File: src/rtl/mux16_scan_ser.sv
// ============================================================================
//  Module   : mux16_scan_ser
//  Brief    : Word-to-serial scan controller driving an external 16:1 mux.
//             Optional parity slot enabled by defining MUX16_SCAN_PARITY_EN.
//  Revision : 1.0
// ============================================================================
`default_nettype none

module mux16_scan_ser #(
    parameter int MSB_FIRST = 0,
    parameter int IDLE_GAP  = 0
) (
    input  logic        clk,
    input  logic        rst,
    input  logic [15:0] in_data,
    input  logic        in_valid,
    output logic        in_ready,
    output logic [15:0] mux_in,
    output logic [3:0]  mux_sel,
    input  logic        mux_out,
    output logic        ser_bit,
    output logic        ser_valid,
    input  logic        ser_ready,
    output logic        ser_last,
    output logic        busy
);

`ifdef MUX16_SCAN_PARITY_EN
    localparam bit C_PAR = 1'b1;
`else
    localparam bit C_PAR = 1'b0;
`endif

    localparam logic [3:0] C_FIRST    = (MSB_FIRST != 0) ? 4'd15 : 4'd0;
    localparam logic [3:0] C_LAST     = (MSB_FIRST != 0) ? 4'd0  : 4'd15;
    localparam logic [3:0] C_GAP_LAST = 4'((IDLE_GAP > 0) ? (IDLE_GAP - 1) : 0);

    typedef enum logic [1:0] {
        S_IDLE  = 2'd0,
        S_SHIFT = 2'd1,
        S_GAP   = 2'd2
    } state_t;

    state_t      r_state;
    logic [15:0] r_mux_in;
    logic [3:0]  r_sel;
    logic [3:0]  r_gap;
    logic        r_par;
    logic        r_par_slot;
    logic        r_in_ready;
    logic        r_ser_valid;
    logic        r_last;
    logic        r_busy;

    logic [3:0]  w_sel_next;
    logic        w_word_done;

    assign w_sel_next  = (MSB_FIRST != 0) ? (r_sel - 4'd1) : (r_sel + 4'd1);
    // End of word is the parity slot when enabled, otherwise the last data bit.
    assign w_word_done = ser_ready && (C_PAR ? r_par_slot : (r_sel == C_LAST));

    always_ff @(posedge clk) begin
        if (rst) begin
            r_state     <= S_IDLE;
            r_mux_in    <= 16'h0000;
            r_sel       <= C_FIRST;
            r_gap       <= 4'd0;
            r_par       <= 1'b0;
            r_par_slot  <= 1'b0;
            r_in_ready  <= 1'b1;
            r_ser_valid <= 1'b0;
            r_last      <= 1'b0;
            r_busy      <= 1'b0;
        end else begin
            case (r_state)
                S_IDLE: begin
                    if (in_valid) begin
                        r_mux_in    <= in_data;
                        r_sel       <= C_FIRST;
                        r_par       <= 1'b0;
                        r_par_slot  <= 1'b0;
                        r_last      <= 1'b0;
                        r_in_ready  <= 1'b0;
                        r_ser_valid <= 1'b1;
                        r_busy      <= 1'b1;
                        r_state     <= S_SHIFT;
                    end
                end
                S_SHIFT: begin
                    if (w_word_done) begin
                        r_sel       <= C_FIRST;
                        r_par_slot  <= 1'b0;
                        r_last      <= 1'b0;
                        r_ser_valid <= 1'b0;
                        if (IDLE_GAP > 0) begin
                            r_gap   <= 4'd0;
                            r_state <= S_GAP;
                        end else begin
                            r_in_ready <= 1'b1;
                            r_busy     <= 1'b0;
                            r_state    <= S_IDLE;
                        end
                    end else if (ser_ready) begin
                        r_par <= r_par ^ mux_out;
                        if (r_sel == C_LAST) begin
                            r_sel      <= C_FIRST;
                            r_par_slot <= 1'b1;
                            r_last     <= 1'b1;
                        end else begin
                            r_sel  <= w_sel_next;
                            r_last <= !C_PAR && (w_sel_next == C_LAST);
                        end
                    end
                end
                S_GAP: begin
                    if (r_gap == C_GAP_LAST) begin
                        r_in_ready <= 1'b1;
                        r_busy     <= 1'b0;
                        r_state    <= S_IDLE;
                    end else begin
                        r_gap <= r_gap + 4'd1;
                    end
                end
                default: r_state <= S_IDLE;
            endcase
        end
    end

    assign in_ready  = r_in_ready;
    assign mux_in    = r_mux_in;
    assign mux_sel   = r_sel;
    assign ser_bit   = (C_PAR && r_par_slot) ? r_par : mux_out;
    assign ser_valid = r_ser_valid;
    assign ser_last  = r_last;
    assign busy      = r_busy;

endmodule

`default_nettype wire

File: config.mk
export PLATFORM = sky130hd
export DESIGN_NAME = mux16_scan_ser
export DESIGN_NICKNAME = d
export VERILOG_FILES = /design/src/rtl/mux16_scan_ser.sv
export SDC_FILE = /design/constraint.sdc
export NUM_CORES = 1
export LEC_CHECK = 0
export ABC_AREA = 1
export CORE_MARGIN = 2
export CORE_UTILIZATION = 42
export CTS_CLUSTER_DIAMETER = 60
export DETAILED_ROUTE_END_ITERATION = 12
export PLACE_DENSITY = 0.82
export RECOVER_POWER = 25
export SETUP_SLACK_MARGIN = 0.02
export SLEW_MARGIN = 20
export SYNTH_ARGS = -nofsm -noshare
export SYNTH_HDL_FRONTEND = slang
export SYNTH_SLANG_ARGS = --single-unit
File: constraint.sdc
create_clock -name clk -period 2.4 [get_ports clk]
set_input_delay 0.48 -clock clk [delete_from_list [all_inputs] [get_ports clk]]
set_output_delay 0.48 -clock clk [all_outputs]
set_load 0.02 [all_outputs]
# --- Word level (Yosys, flattened, before mapping) ---
# Cells that the tools add are included.
word_totals:
  register_bits: 30
classes:
  n_addsub: 2
  eq_ne: 8
  n_reduce_logical: 11
  muxes: 22
  bitwise_logic: 1
op_table:
  columns: ["cell", "n"]
  rows:
  - ["two-way mux 4 bit", 4]
  - ["two-way mux 1 bit", 9]
  - ["AND reduction 3 bit", 3]
  - ["adder 4 x 1 -> 4 bit, second input constant", 2]
  - ["equality test 4 bit, second input constant", 2]
  - ["one-hot mux 4 bit (2 select lines)", 1]
  - ["two-way mux 2 bit", 3]
  - ["!= test 2 bit, second input constant", 3]
  - ["one-hot mux 1 bit (3 select lines)", 2]
  - ["one-hot mux 2 bit (3 select lines)", 1]
  - ["logical NOT 4 bit", 1]
  - ["one-hot mux 1 bit (2 select lines)", 2]
  - ["AND reduction 2 bit", 2]
  - ["AND reduction 4 bit", 1]
  - ["!= test 3 bit, second input constant", 1]
  - ["nonzero test 3 bit", 1]
  - ["equality test 2 x 1 -> 1 bit, second input constant", 1]
  - ["equality test 2 bit, second input constant", 1]
  - ["logical NOT 2 bit", 1]
  - ["nonzero test 2 bit", 1]
  - ["logical AND 1 bit", 1]
  - ["NOT 1 bit", 1]

# --- Logic depth before layout (Yosys ltp) ---
# Gate-level depths: netlist (run 1).
depth:
  word_depth: 6
  mapped_depth: 7

# --- Least setup slack after synthesis (run 1) ---
# OpenSTA, ideal clock, no wires.
synth_path:
  path_kind: "register -> register"
  start: "reg r_sel[0] (netlist: mux_sel[0])"
  end: "reg r_sel[1] (netlist: mux_sel[1])"
  setup_ps: 70
  setup_slack_ps: 1147
  required_time_ps: 2330
  period_less_slack_ps: 1253
  stages_incl_launch_ff: 5
  t_arrival_ps: 1183
  path_cell_list: "dfxtp_1 > inv_1 > ha_1 > or2_0 > a21oi_1"
synth_between:
  elab_chain_len: 5
  word_cells_on_any_way: 9
synth_lines:
  columns: ["item", "line", "source"]
  rows:
  - ["from (decl)", "46", "logic [3:0] r_sel;"]
  - ["from (signal assigned)", "110", "r_sel <= w_sel_next;"]
  - ["adder 4 x 1 -> 4 bit / equality test 4 bit (equally long branches)", "58, 60, 105", null]
  - ["two-way mux 4 bit", "105", "if (r_sel == C_LAST) begin"]
  - ["two-way mux 4 bit", "103", "end else if (ser_ready) begin"]
  - ["two-way mux 4 bit", "90", "if (w_word_done) begin"]
  - ["one-hot mux 4 bit (2 select lines)", "75", "case (r_state)"]
# Several ways; a longest one is shown, not always the timed one. The select of a mux whose other input is x is not followed.
# A chain may end at the register's enable or synchronous reset.

# --- Final worst setup path (run 1) ---
layout_path:
  start: "in in_valid"
  end: "reg r_mux_in[5] (netlist: mux_in[5])"
layout_between:
  elab_chain_len: 1
layout_lines:
  columns: ["item", "line", "source"]
  rows:
  - ["from (decl)", "16", "input logic in_valid,"]
  - ["AND reduction 2 bit (no line)", null, null]
  - ["to (signal assigned)", "78", "r_mux_in <= in_data;"]
  - ["to (decl)", "45", "logic [15:0] r_mux_in;"]
# No other way between the ends.

==> results of run 1 <==
how the worst max path moves through the flow:
stage | start | end | slack (ns)
finish | in_valid | mux_in[5] | 0.48
global route | in_valid | mux_in[5] | 0.34
CTS | busy | ser_valid | 0.48
detailed placement | in_valid | mux_in[2] | 0.51
global placement | in_valid | mux_in[4] | 0.56
floorplan | mux_sel[0] | mux_sel[1] | 1.15
stage by stage:
stage | util | worst slack [ns] | area [um2] | std cells | power, mW
after floorplan | - | 1.15 | 958 | 120 | 0.522
after global placement | 0.626 | 0.564 | 1370 | 186 | 0.603
after detailed placement | 0.626 | 0.512 | 1370 | 186 | 0.607
after CTS | 0.639 | 0.485 | 1400 | 190 | 0.780
after global routing | 0.637 | 0.343 | 1400 | 190 | 0.807
final | 0.637 | 0.477 | 1400 | 190 | 0.773
cells by family after synthesis:
family,Yosys count,synth area share
and+or+nand+nor,57,0.275
adders and majority gates,2,0.0261
DFF,23,0.480
AOI/OAI and AO/OA,23,0.123
buffers and inverters,15,0.0953
per-layer routing:
| layer | vias to the layer above | global-route usage |
|---|---|---|
| met1 | 395 | 0.205 |
| li1 | 459 | - |
| met4 | 0 | 0.0526 |
| met5 | - | 0 |
| met2 | 24 | 0.314 |
| met3 | 2 | 0.0316 |
worst min-delay path: stages (launching register included):
cell and delay (ns):
sky130_fd_sc_hd__dfxtp_1 0.33, sky130_fd_sc_hd__nand2_1 0.06, sky130_fd_sc_hd__nand2_1 0.05
synthesized netlist by cell type, types with 2 or more instances:
| cell type | instances |
|---|---|
| sky130_fd_sc_hd__a21oi_1 | 5 |
| sky130_fd_sc_hd__buf_4 | 2 |
| sky130_fd_sc_hd__dfxtp_1 | 23 |
| sky130_fd_sc_hd__ha_1 | 2 |
| sky130_fd_sc_hd__inv_1 | 7 |
| sky130_fd_sc_hd__nand2_1 | 13 |
| sky130_fd_sc_hd__nand3_1 | 4 |
| sky130_fd_sc_hd__nor2_1 | 26 |
| sky130_fd_sc_hd__nor2_2 | 9 |
| sky130_fd_sc_hd__nor2_4 | 2 |
| sky130_fd_sc_hd__o21ai_0 | 7 |
| sky130_fd_sc_hd__o21ai_1 | 10 |
cell type report:
cell class	count	area (um2)
inverter	10	37.5
fill	204	796
timing repair buffer	43	430
tap	28	35.0
clock buffer	3	22.5
clock inverter	1	5.00
sequential	23	460
multi-input combinational	82	404
power breakdown:
group / total, mW / switching [mW] / internal (mW)
Clock: 0.175 / 0.113 / 0.0621
Sequential: 0.423 / 0.0160 / 0.407
Combinational: 0.175 / 0.0874 / 0.0872
Total: 0.773 / 0.217 / 0.556
sequential cells by signal, indices dropped and copies added, names as in the netlist:
signal / count
busy: 1
mux_in: 16
mux_sel: 4
in_ready: 1
ser_last: 1
==> flow_results.xml, run 1 <==
<?xml version="1.0" encoding="UTF-8"?>
<metrics>
  <group name="timing">
    <metric name="final_period_minus_worst_setup_slack" unit="ns">1.92</metric>
    <metric name="finalClockSkew" unit="ns">0.00313</metric>
    <metric name="final_max_slew_viol_count" unit="">0</metric>
    <metric name="maxSlewHeadroom" unit="">0.532</metric>
    <metric name="tightestPinTransition" unit="ns">0.702</metric>
    <metric name="fin_worst_hold_slack" unit="ns">0.477</metric>
    <metric name="timing.final.crit_share" unit="">0.801</metric>
    <metric name="finalHoldViolations" unit="">0</metric>
    <metric name="grt_setup_unrepaired" unit="">no</metric>
    <metric name="max_clock_freq" unit="MHz">520</metric>
    <metric name="final.setup.tns" unit="ns">0</metric>
    <metric name="setup_viol_count_final" unit="">0</metric>
  </group>
  <group name="worst_setup_path">
    <metric name="critPathCaptureType" unit="">flip-flop</metric>
    <metric name="worst_path_largest_cell_delay" unit="ns">0.56</metric>
    <metric name="critPathArrivalTime" unit="ns">2.13</metric>
    <metric name="crit_required" unit="ns">2.61</metric>
    <metric name="timing.critical_path.slowest_stage_cell" unit="">sky130_fd_sc_hd__dlygate4sd3_1</metric>
    <metric name="rr_worst_depth" unit="">4</metric>
    <metric name="r2r-end" unit="">mux_in[5]</metric>
    <metric name="cp_top_family" unit="">buffers and inverters</metric>
    <metric name="stages_on_worst_setup_path" unit="">6</metric>
    <metric name="crit-reg2reg-launch" unit="">busy</metric>
    <metric name="path_buf_inv" unit="">3</metric>
    <metric name="timing.critical_path.cells" unit="">dlygate4sd3_1 &gt; inv_1 &gt; nor2_4 &gt; inv_1 &gt; nor2_1 &gt; nor2_1</metric>
    <metric name="type_of_the_setup_path_with_the_least_slack" unit="">input pin to flip-flop</metric>
    <metric name="timing.reg2reg.setup_slack" unit="ns">0.85</metric>
    <metric name="worst-path-max-fanout" unit="">18</metric>
    <metric name="crit_path_start_kind" unit="">input pin</metric>
  </group>
  <group name="clock_tree">
    <metric name="cts_hold_buf" unit="">0</metric>
    <metric name="path_clk_slew" unit="ns">0.13</metric>
    <metric name="cts_tree" unit="">built</metric>
    <metric name="cts_inserted_buffers" unit="">3</metric>
    <metric name="clk_path_buf_depth" unit="">2</metric>
    <metric name="cts_max_level" unit="">1</metric>
    <metric name="post_cts_resized" unit="">0</metric>
    <metric name="clock_insertion_delay_worst_skew" unit="ns">0.30</metric>
    <metric name="tritoncts_num_sinks" unit="">23</metric>
    <metric name="clock-root-buffer" unit="">sky130_fd_sc_hd__clkbuf_4</metric>
    <metric name="cts_post_setup_buffers_inserted" unit="">0</metric>
  </group>
  <group name="routing">
    <metric name="detailedRoute.firstPassIterationCount" unit="">4</metric>
    <metric name="remaining_drc_errors" unit="">0</metric>
    <metric name="detail_route.vias_per_cell" unit="">4.63</metric>
    <metric name="routed-via-count" unit="">880</metric>
    <metric name="routed_wire_length" unit="um">2150</metric>
    <metric name="drt-initial-drc-count" unit="">9</metric>
    <metric name="met3WireLength" unit="um">122</metric>
    <metric name="routedWlPerCell" unit="um">11.3</metric>
    <metric name="detail_route.wirelength.met1" unit="um">967</metric>
    <metric name="dr_wl_met2" unit="um">1040</metric>
    <metric name="top_layer_used" unit="">met4</metric>
    <metric name="post_drt_antenna_nets" unit="">0</metric>
  </group>
  <group name="grt">
    <metric name="track_usage" unit="">0.173</metric>
    <metric name="initial_antenna_violation_count" unit="">0</metric>
    <metric name="largest_net_degree_at_the_start_of_global_routing" unit="">19</metric>
    <metric name="grt_pass1_wl" unit="um">3550</metric>
    <metric name="grt_overflow_total" unit="">0</metric>
    <metric name="via_count_of_the_first_global_routing_pass" unit="">878</metric>
  </group>
  <group name="synthesis">
    <metric name="async_flop_share" unit="">0</metric>
    <metric name="dominantRegCellSynth" unit="">sky130_fd_sc_hd__dfxtp_1</metric>
    <metric name="netlist_area" unit="um2">958</metric>
    <metric name="synth.net_count" unit="">143</metric>
    <metric name="avgSynthCellArea" unit="um2">7.99</metric>
    <metric name="synth-edff-count" unit="">0</metric>
    <metric name="synth.top_cell.area_share" unit="">0.480</metric>
    <metric name="syn_inst" unit="">120</metric>
    <metric name="yosysSeqAreaShare" unit="">0.480</metric>
    <metric name="postSynthRegisterBits" unit="">23</metric>
    <metric name="yosysTopAreaCell" unit="">sky130_fd_sc_hd__dfxtp_1</metric>
    <metric name="main_area_contributors_after_synthesis" unit="">sky130_fd_sc_hd__dfxtp_1 48%, sky130_fd_sc_hd__nor2_1 10%, sky130_fd_sc_hd__nor2_2 5.9%</metric>
    <metric name="yosys_warnings" unit="">0</metric>
    <metric name="synth.distinct_cells" unit="">22</metric>
  </group>
  <group name="power">
    <metric name="peakVddDrop" unit="V">0.000330</metric>
    <metric name="pwr_density_cell" unit="nW/um2">554</metric>
    <metric name="static-leakage-power" unit="nW">0.552</metric>
  </group>
  <group name="worst_hold_path">
    <metric name="timing.hold.worst_path_depth" unit="">2</metric>
    <metric name="worstHoldEndpoint" unit="">in_ready</metric>
    <metric name="hold_path_class" unit="">flip-flop to flip-flop</metric>
    <metric name="hold_path_startpoint" unit="">in_ready</metric>
  </group>
  <group name="placement">
    <metric name="detailedPlacementHpwl" unit="um">1570</metric>
    <metric name="port-buffer-count" unit="">43</metric>
    <metric name="globalplace.congestion" unit="">0.760</metric>
  </group>
  <group name="floorplan">
    <metric name="chipHeight" unit="um">51.8</metric>
    <metric name="design.die.area" unit="um2">2680</metric>
    <metric name="rows" unit="">17</metric>
    <metric name="ioPinCount" unit="">46</metric>
    <metric name="die_width" unit="um">51.8</metric>
    <metric name="initial_core_util" unit="">0.437</metric>
    <metric name="core_area" unit="um2">2190</metric>
  </group>
  <group name="final_layout">
    <metric name="layout.cells.most_common" unit="">sky130_fd_sc_hd__clkdlybuf4s50_1</metric>
    <metric name="layout-area-overhead-vs-synth" unit="%">45.6</metric>
    <metric name="drive_gt1_frac" unit="">0.0988</metric>
    <metric name="num_antenna_cells" unit="">0</metric>
    <metric name="final_nets" unit="">186</metric>
    <metric name="layout.cells.most_common_list" unit="">42 x sky130_fd_sc_hd__clkdlybuf4s50_1, 27 x sky130_fd_sc_hd__nor2_1, 23 x sky130_fd_sc_hd__dfxtp_1</metric>
  </group>
  <group name="run">
    <metric name="number_of_max_cap_violations" unit="">0</metric>
  </group>
  <group name="status">
    <metric name="status" unit="">finished, final reports clean</metric>
  </group>
</metrics>
No activity file was read; power rests on OpenSTA's default activity.
==> run 2: changes to the inputs <==
- CORE_UTILIZATION: 42 -> 35
- PLACE_DENSITY: 0.82 -> 0.73
- clock period: 2.4 -> 1.7 ns (I/O delays scaled with it)
==> run 2 against run 1 <==
  * Via count rose by 3.6%
  * Combinational power is 37% higher
  * Die area increased by 18%
  * Design area hardly changed
  * Sequential power rose by 41%
  * First-iteration DRC count rose by 110%
  * Worst hold slack lost 0.010 ns
  * Register-to-register slack worse by 0.50 ns
  * Setup slack got worse by 0.39 ns
  * Clock skew increased by 0.0044 ns
==> flow_results.xml, run 2 (same netlist as run 1, synthesis figures left out) <==
<?xml version="1.0" encoding="UTF-8"?>
<metrics>
  <group name="routing">
    <metric name="detailedRoute.firstPassIterationCount" unit="">4</metric>
    <metric name="post_drt_antenna_nets" unit="">0</metric>
    <metric name="remaining_drc_errors" unit="">0</metric>
    <metric name="routed-via-count" unit="">912</metric>
    <metric name="drt-initial-drc-count" unit="">19</metric>
    <metric name="routedWlPerCell" unit="um">11.4</metric>
    <metric name="detail_route.vias_per_cell" unit="">4.70</metric>
    <metric name="routed_wire_length" unit="um">2220</metric>
  </group>
  <group name="placement">
    <metric name="port-buffer-count" unit="">43</metric>
    <metric name="globalplace.congestion" unit="">0.798</metric>
    <metric name="detailedPlacementHpwl" unit="um">1680</metric>
    <metric name="post-place-cells" unit="">190</metric>
  </group>
  <group name="floorplan">
    <metric name="initial_core_util" unit="">0.377</metric>
    <metric name="chipHeight" unit="um">56.3</metric>
    <metric name="design.die.area" unit="um2">3170</metric>
    <metric name="die_width" unit="um">56.3</metric>
    <metric name="ioPinCount" unit="">46</metric>
    <metric name="rows" unit="">18</metric>
    <metric name="core_area" unit="um2">2540</metric>
  </group>
  <group name="status">
    <metric name="status" unit="">finished, final reports clean</metric>
  </group>
  <group name="grt">
    <metric name="grt_pass1_wl" unit="um">3930</metric>
    <metric name="grt_overflow_total" unit="">0</metric>
    <metric name="track_usage" unit="">0.150</metric>
    <metric name="largest_net_degree_at_the_start_of_global_routing" unit="">18</metric>
    <metric name="via_count_of_the_first_global_routing_pass" unit="">881</metric>
    <metric name="initial_antenna_violation_count" unit="">0</metric>
  </group>
  <group name="final_layout">
    <metric name="layout.cells.most_common_list" unit="">35 x sky130_fd_sc_hd__clkdlybuf4s50_1, 27 x sky130_fd_sc_hd__nor2_1, 23 x sky130_fd_sc_hd__dfxtp_1</metric>
    <metric name="drive_gt1_frac" unit="">0.110</metric>
    <metric name="fillCellCount" unit="">272</metric>
    <metric name="final_nets" unit="">188</metric>
    <metric name="num_antenna_cells" unit="">0</metric>
    <metric name="layout.cells.most_common" unit="">sky130_fd_sc_hd__clkdlybuf4s50_1</metric>
    <metric name="largest_register_ffs" unit="">16</metric>
    <metric name="sequential_cell_area" unit="um2">460</metric>
    <metric name="layout-area-overhead-vs-synth" unit="%">45.4</metric>
    <metric name="multi_input_area" unit="um2">404</metric>
    <metric name="layoutNonFillerInstCount" unit="">194</metric>
  </group>
  <group name="power">
    <metric name="peakVddDrop" unit="V">0.000366</metric>
    <metric name="report.power.total" unit="mW">1.08</metric>
    <metric name="static-leakage-power" unit="nW">0.577</metric>
    <metric name="pwr_density_cell" unit="nW/um2">776</metric>
  </group>
  <group name="timing">
    <metric name="timing.final.crit_share" unit="">0.951</metric>
    <metric name="final_period_minus_worst_setup_slack" unit="ns">1.62</metric>
    <metric name="maxSlewHeadroom" unit="">0.559</metric>
    <metric name="setup_viol_count_final" unit="">0</metric>
    <metric name="fin_worst_hold_slack" unit="ns">0.467</metric>
    <metric name="final_max_slew_viol_count" unit="">0</metric>
    <metric name="tightestPinTransition" unit="ns">0.661</metric>
    <metric name="max_clock_freq" unit="MHz">619</metric>
    <metric name="final.setup.tns" unit="ns">0</metric>
    <metric name="grt_setup_unrepaired" unit="">no</metric>
    <metric name="finalHoldViolations" unit="">0</metric>
    <metric name="finalClockSkew" unit="ns">0.00758</metric>
  </group>
  <group name="worst_setup_path">
    <metric name="type_of_the_setup_path_with_the_least_slack" unit="">flip-flop to output port</metric>
    <metric name="worst_path_largest_cell_delay" unit="ns">0.62</metric>
    <metric name="crit_required" unit="ns">1.36</metric>
    <metric name="critPathArrivalTime" unit="ns">1.28</metric>
    <metric name="stages_on_worst_setup_path" unit="">1</metric>
    <metric name="crit-reg2reg-launch" unit="">busy</metric>
    <metric name="timing.reg2reg.setup_slack" unit="ns">0.35</metric>
    <metric name="timing.critical_path.slowest_stage_cell" unit="">sky130_fd_sc_hd__clkdlybuf4s50_1</metric>
    <metric name="rr_worst_depth" unit="">4</metric>
    <metric name="critPathCaptureType" unit="">output port</metric>
    <metric name="path_buf_inv" unit="">1</metric>
    <metric name="worst-path-max-fanout" unit="">2</metric>
    <metric name="crit_path_start_kind" unit="">flip-flop</metric>
    <metric name="r2r-end" unit="">mux_in[0]</metric>
    <metric name="timing.critical_path.cells" unit="">clkdlybuf4s50_1</metric>
    <metric name="cp_top_family" unit="">buffers and inverters</metric>
  </group>
  <group name="clock_tree">
    <metric name="cts_tree" unit="">built</metric>
    <metric name="cts_inserted_buffers" unit="">3</metric>
    <metric name="path_clk_slew" unit="ns">0.13</metric>
    <metric name="clock_insertion_delay_worst_skew" unit="ns">0.30</metric>
    <metric name="clock-root-buffer" unit="">sky130_fd_sc_hd__clkbuf_4</metric>
    <metric name="cts_max_level" unit="">1</metric>
    <metric name="cts_post_setup_buffers_inserted" unit="">0</metric>
    <metric name="clk_path_buf_depth" unit="">2</metric>
    <metric name="tritoncts_num_sinks" unit="">23</metric>
    <metric name="cts_hold_buf" unit="">0</metric>
  </group>
  <group name="worst_hold_path">
    <metric name="worstHoldEndpoint" unit="">in_ready</metric>
    <metric name="timing.hold.worst_path_depth" unit="">2</metric>
    <metric name="hold_path_startpoint" unit="">in_ready</metric>
    <metric name="hold_path_class" unit="">flip-flop to flip-flop</metric>
  </group>
  <group name="run">
    <metric name="number_of_max_cap_violations" unit="">0</metric>
  </group>
</metrics>
[run 2: changes by cell type in the layout (fill, tap and decap cells not counted)]
cell / change
sky130_fd_sc_hd__buf_4: +2
sky130_fd_sc_hd__dlygate4sd2_1: +5
sky130_fd_sc_hd__clkbuf_1: +2
sky130_fd_sc_hd__clkdlybuf4s50_1: -7
[run 2: layout make-up]
class	instances	share of cell area
Multi-Input combinational cell	82	0.290
Clock inverter	1	0.00359
Timing Repair Buffer	45	0.306
Inverter	10	0.0269
Clock buffer	3	0.0162
Sequential cell	23	0.330
Tap cell	30	0.0269
[run 2: worst max path at each step]
| stage | from | slack, ns | end |
|---|---|---|---|
| CTS | mux_in[1] | 0.07 | mux_in[1] |
| finish | mux_in[15] | 0.08 | mux_in[15] |
| floorplan | mux_sel[0] | 0.45 | mux_sel[1] |
| global placement | in_valid | 0.19 | mux_in[0] |
| detailed placement | in_valid | 0.1 | mux_in[0] |
| global route | ser_last | 0.03 | ser_last |
[run 2: repair_timing]
item	CTS	global route
resized for setup	5	2
endpoints found under the setup margin	5	2
pin swaps	0	0
[run 2: layer usage]
metal	vias to the layer above	part of all wire	track usage
met5	-	0	0
met4	0	0.0054	0.0306
met3	2	0.066	0.0461
met2	33	0.45	0.234
met1	407	0.48	0.206
li1	470	-	-
[run 2: stage by stage]
step	cell area, um2	setup slack [ns]	util
6_report	1390	0.0833	0.548
4_1_cts	1410	0.0678	0.555
3_3_place_gp	1390	0.187	0.546
2_1_floorplan	958	0.447	-
5_1_grt	1390	0.0307	0.548
3_5_place_dp	1390	0.0972	0.546
[run 2: power breakdown]
group	total [mW]	switching, mW	internal (mW)
Combinational	0.240	0.123	0.117
Sequential	0.597	0.0228	0.574
Clock	0.244	0.157	0.0875
Total	1.08	0.302	0.779
